<file path="config.mk">
export PLATFORM = sky130hd
export DESIGN_NAME = ram_port_arbiter
export DESIGN_NICKNAME = d
export VERILOG_FILES = /design/src/rtl/ram_port_arbiter.sv
export SDC_FILE = /design/constraint.sdc
export NUM_CORES = 1
export LEC_CHECK = 0
export BUFFER_PORTS_ARGS = -buffer_cell sky130_fd_sc_hd__buf_2
export CAP_MARGIN = 20
export CORE_ASPECT_RATIO = 1.1
export CORE_MARGIN = 1
export CORE_UTILIZATION = 29
export DETAILED_ROUTE_END_ITERATION = 8
export PLACE_DENSITY = 0.86
export SLEW_MARGIN = 20
export SYNTH_ARGS = -nofsm -noshare
export SYNTH_HDL_FRONTEND = slang
export SYNTH_SLANG_ARGS = --single-unit
</file>
<file path="constraint.sdc">
create_clock -name clka -period 1.26 [get_ports clka]
set_clock_uncertainty 0.05 [all_clocks]
set_input_delay 0.252 -clock clka [delete_from_list [all_inputs] [get_ports clka]]
set_output_delay 0.252 -clock clka [all_outputs]
set_load 0.02 [all_outputs]
</file>
<file path="src/rtl/ram_port_arbiter.sv">
// Two-requester round-robin front end for a single-port RAM with registered read data.
// Define RAM_CLEAR_EN to zero-fill the RAM after every reset before traffic is accepted.
`ifndef ADDR
`define ADDR 10
`endif
`ifndef WIDTH
`define WIDTH 8
`endif

module ram_port_arbiter #(
   parameter int unsigned ADDR_W = `ADDR,
   parameter int unsigned DATA_W = `WIDTH
) (
   input  logic              clka,
   input  logic              rst_n,
   input  logic              a_req_valid,
   output logic              a_req_ready,
   input  logic              a_req_we,
   input  logic [ADDR_W-1:0] a_req_addr,
   input  logic [DATA_W-1:0] a_req_wdata,
   output logic              a_rsp_valid,
   output logic [DATA_W-1:0] a_rsp_rdata,
   input  logic              b_req_valid,
   output logic              b_req_ready,
   input  logic              b_req_we,
   input  logic [ADDR_W-1:0] b_req_addr,
   input  logic [DATA_W-1:0] b_req_wdata,
   output logic              b_rsp_valid,
   output logic [DATA_W-1:0] b_rsp_rdata,
   output logic              ram_ena,
   output logic              ram_wea,
   output logic [ADDR_W-1:0] ram_addra,
   output logic [DATA_W-1:0] ram_dina,
   input  logic [DATA_W-1:0] ram_douta,
   output logic              init_done
);

   logic              run;
   logic              sweep;
   logic [ADDR_W-1:0] sweep_addr;
   logic              gnt_a, gnt_b;
   logic              rr_q, rr_d;         // 0 = A has priority, 1 = B
   logic              rsp_q, rsp_d;
   logic              owner_q, owner_d;   // 0 = A, 1 = B

`ifdef RAM_CLEAR_EN
   typedef enum logic [0:0] {StInit, StRun} state_e;
   state_e            state_q, state_d;
   logic [ADDR_W-1:0] cnt_q, cnt_d;

   always_ff @(posedge clka or negedge rst_n) begin
      if (!rst_n) begin
         state_q <= StInit;
         cnt_q   <= '0;
      end else begin
         state_q <= state_d;
         cnt_q   <= cnt_d;
      end
   end

   always_comb begin
      state_d = state_q;
      cnt_d   = cnt_q;
      unique case (state_q)
         StInit: begin
            cnt_d = cnt_q + 1'b1;
            if (&cnt_q) state_d = StRun;
         end
         StRun: ;
         default: state_d = StInit;
      endcase
   end

   // Gated by rst_n so nothing is granted or driven while reset is held.
   assign run        = rst_n & (state_q == StRun);
   assign sweep      = rst_n & (state_q == StInit);
   assign sweep_addr = cnt_q;
   assign init_done  = (state_q == StRun);
`else
   assign run        = rst_n;
   assign sweep      = 1'b0;
   assign sweep_addr = '0;
   assign init_done  = 1'b1;
`endif

   always_comb begin
      gnt_a     = run & a_req_valid & (~b_req_valid | ~rr_q);
      gnt_b     = run & b_req_valid & (~a_req_valid | rr_q);
      ram_ena   = 1'b0;
      ram_wea   = 1'b0;
      ram_addra = '0;
      ram_dina  = '0;
      if (sweep) begin
         ram_ena   = 1'b1;
         ram_wea   = 1'b1;
         ram_addra = sweep_addr;
      end else if (gnt_a) begin
         ram_ena   = 1'b1;
         ram_wea   = a_req_we;
         ram_addra = a_req_addr;
         ram_dina  = a_req_wdata;
      end else if (gnt_b) begin
         ram_ena   = 1'b1;
         ram_wea   = b_req_we;
         ram_addra = b_req_addr;
         ram_dina  = b_req_wdata;
      end
   end

   always_comb begin
      rr_d = rr_q;
      if (gnt_a)      rr_d = 1'b1;
      else if (gnt_b) rr_d = 1'b0;
      rsp_d   = (gnt_a & ~a_req_we) | (gnt_b & ~b_req_we);
      owner_d = gnt_b;
   end

   always_ff @(posedge clka or negedge rst_n) begin
      if (!rst_n) begin
         rr_q    <= 1'b0;
         rsp_q   <= 1'b0;
         owner_q <= 1'b0;
      end else begin
         rr_q    <= rr_d;
         rsp_q   <= rsp_d;
         owner_q <= owner_d;
      end
   end

   assign a_req_ready = gnt_a;
   assign b_req_ready = gnt_b;
   assign a_rsp_valid = rsp_q & ~owner_q;
   assign b_rsp_valid = rsp_q & owner_q;
   assign a_rsp_rdata = a_rsp_valid ? ram_douta : '0;
   assign b_rsp_rdata = b_rsp_valid ? ram_douta : '0;

endmodule

</file>
==> flow_summary_export.csv <==
group,metric,value,unit
clock_tree,cts_tree,"yes",
yosys,yosysTopAreaCell,"nand2_1",
setup_path,crit_type,"flip-flop to primary output",
global_routing,gr-usage-all-layers,27.47,%
die,initial_core_util,32.39,%
yosys,asyncSetResetFlopFracSynth,100.0,%
drt,vias,1164,
clock_tree,clock_latency,0.23,ns
clock_tree,h-tree-depth,1,
clock_tree,cts.sinks,3,
global_routing,first_global_vias,1072,
yosys,synth_cells,103,
yosys,synth_area_leaders,"nand2_1 25%, o22ai_1 20%, dfrtp_1 12%, and2_1 9.3%, and3_1 8.3%",
die,rows,16,
yosys,synth-xor-area-share,0,%
clock_tree,clkTransAtPathRegs,0.04,ns
power,swShare,42.36,%
cells_and_area,area_growth,160.8,%
clock_tree,root_buffer,"clkbuf_4",
sta,max_freq,0.6291,GHz
power,vdd_drop_max,0.4155,mV
yosys,synthTopCellsByCount,"40 x nand2_1, 19 x o22ai_1, 9 x and2_1",
setup_path,path_cells,"o21ai_4 -> buf_12 -> o22ai_1 -> buf_4",
setup_path,worstPathRequired,0.96,ns
yosys,synthMuxAreaShare,0,%
power,p_switching,413.0,uW
power,p_leak,0.8035,nW
global_routing,grt_start_max_net_pins,33,
cells_and_area,seqCellArea,77.57,um^2
global_routing,antenna_found_initial,0,
power,power,975.2,uW
yosys,avgSynthCellArea,5.855,um^2
sta,maxSlewViolCount,0,
power,p_seq_share,13.2,%
drt,drt_wl_total,3.560,mm
setup_path,endpoint_kind,"primary output",
power,p_per_area,620.0,nW/um^2
sta,timing.final.ws_setup,-0.3295,ns
placed_design,dp_hpwl,1.832,mm
yosys,synth_fa_ha_area_share,0,%
sta,rsz0062_at_grt,"yes",
setup_path,path_max_fanout,21,
yosys,synth_top_family_by_area,"simple AND/OR/NAND/NOR gates",
yosys,syn_nets,153,
power,p_clk_share,18.0,%
die,die_height,49.83,um
cells_and_area,fin_area,1573,um^2
drt,drtIter0Drc,27,
yosys,synth-compound-area-share,25.73,%
sta,period_minus_slack,1.590,ns
yosys,synth_edf_count,0,
sta,fin_crit_sh,126.2,%
global_routing,overflow,0,
setup_path,r2r_slack,0.08,ns
worst_hold_path,hold_class,"input pin to flip-flop",
cells_and_area,fin_util,84.48,%
setup_path,cpMaxStageDelayCell,"dfrtp_2",
yosys,synth_most_common_cell,"nand2_1",
placed_design,dpl-instance-area,1112,um^2
setup_path,cp-start-kind,"flip-flop",
yosys,ys_warn_count,0,
yosys,ys_seq_area_share,12.45,%
setup_path,max_stage_delay,0.43,ns
cells_and_area,diodes,0,
power,p_int,562.1,uW
clock_tree,cts_buffer_depth,2,
die,die_w,45.48,um
yosys,synthesis.area,603.1,um^2
run_status,outcome,"complete, but fails checks",
sta,hold_viol,0,
cells_and_area,finalNonFillerCells,225,
setup_path,cp.arrival,1.29,ns
placed_design,gp_congestion,0.8138,
die,dieArea,2266,um^2
cells_and_area,drive_gt1_share,71.21,%
drt,first_pass_iters,4,
run_status,violations,"negative setup slack",
yosys,synthSimpleGateAreaFrac,47.10,%
cells_and_area,nFillCells,112,
global_routing,grt_pass1_wl,4.664,mm
run,max_cap_viol_count,0,
placed_design,numPortBuffers,89,
cells_and_area,final_nets,249,
yosys,ys_types,17,
die,pin_count,91,
drt,vias_per_cell,5.173,
sta,setup_violations,40,
yosys,yosysTopAreaCellShare,24.90,%
die,core_area,1862,um^2
yosys,synthFlopType,"dfrtp_1",
drt,routedWlPerCell,15.82,um
drt,drc_errors,0,
cells_and_area,multi_input_area,619.3,um^2
yosys,ys_ff_latch,3,
power,comb_power_share,68.8,%
drt,drtAntennaViolNets,0,
placed_design,pre_cts_slack,-0.1168,ns
clock_tree,cts_buffers,3,
placed_design,dpl.cell_count,216,
registers in the layout, indices dropped and copies added, names as in the netlist:
signal	flops
owner_q	1
rr_q	1
rsp_q	1
power by group through the flow:
stage          clock network [mW]  registers [mW]  logic, mW
2_1_floorplan                   0           0.123      0.275
3_3_place_gp                    0           0.120      0.462
3_5_place_dp                    0           0.121      0.467
4_1_cts                     0.176           0.124      0.568
5_1_grt                     0.190           0.129      0.704
6_report                    0.175           0.129      0.671
through the flow:
| step | setup TNS [ns] | hold WS, ns |
|---|---|---|
| after floorplan | -1.838 | -0.09359 |
| after global placement | -1.537 | 0.1786 |
| after detailed placement | -2.119 | 0.1896 |
| after CTS | -8.795 | 0.1814 |
| after global routing | -10.77 | 0.2045 |
| final | -9.828 | 0.2074 |
worst max-delay path: cells and delay by family (launching register included):
| family | cells | cell delay [ns] |
|---|---|---|
| buffers and inverters | 2 | 0.35 |
| AOI/OAI and AO/OA | 2 | 0.26 |
| DFF | 1 | 0.43 |
final timing paths:
check | startpoint | to | cells after the start
worst max register to register | rr_q | rsp_q | 4
worst min register to register | rr_q | rr_q | 2
worst max-delay path | rr_q | ram_addra[9] | 4
min in group asynchronous | rst_n | rsp_q | 3
max in group asynchronous | rst_n | rr_q | 3
worst min-delay path | a_req_we | rsp_q | 2
final cells by class:
class | instances | area share (%)
inverters | 2 | 0.4773
multi-input cells | 88 | 39.38
clock buffers | 4 | 1.671
well taps | 27 | 2.148
repair buffers | 101 | 51.39
flip-flops and latches | 3 | 4.932
layout by cell type (no fill, tap or decap), drive strengths merged, types with 2 or more instances in the layout:
master,count
buf,100
nand2,40
o22ai,19
and2,9
and3,8
nor2,4
clkbuf,4
dfrtp,3
inv,2
nor2b,2
kinds of logic after synthesis:
group                  count (synthesis)
DFF                                    3
buffers and inverters                 13
other                                  1
and+or+nand+nor                       63
AOI/OAI and AO/OA                     23
routing by layer:
| layer | up-vias | track usage (%) | share of wire [%] | routed length (um) |
|---|---|---|---|---|
| met5 | - | 0 | 0 | 0 |
| met4 | 0 | 16.16 | 4.6 | 163 |
| met3 | 16 | 4.029 | 8.8 | 315 |
| met2 | 82 | 49.29 | 51 | 1827 |
| met1 | 527 | 28.44 | 35 | 1252 |
| li1 | 539 | - | - | - |
timing repair:
item	CTS	global route
gates cloned	2	0
endpoints found under the setup margin	39	41
gates resized for setup	78	35
hold endpoints to repair	3	0
setup buffers	1	1
hold buffers	1	0
pin swaps	9	7
Note: power is estimated with default switching activity, not from simulation.
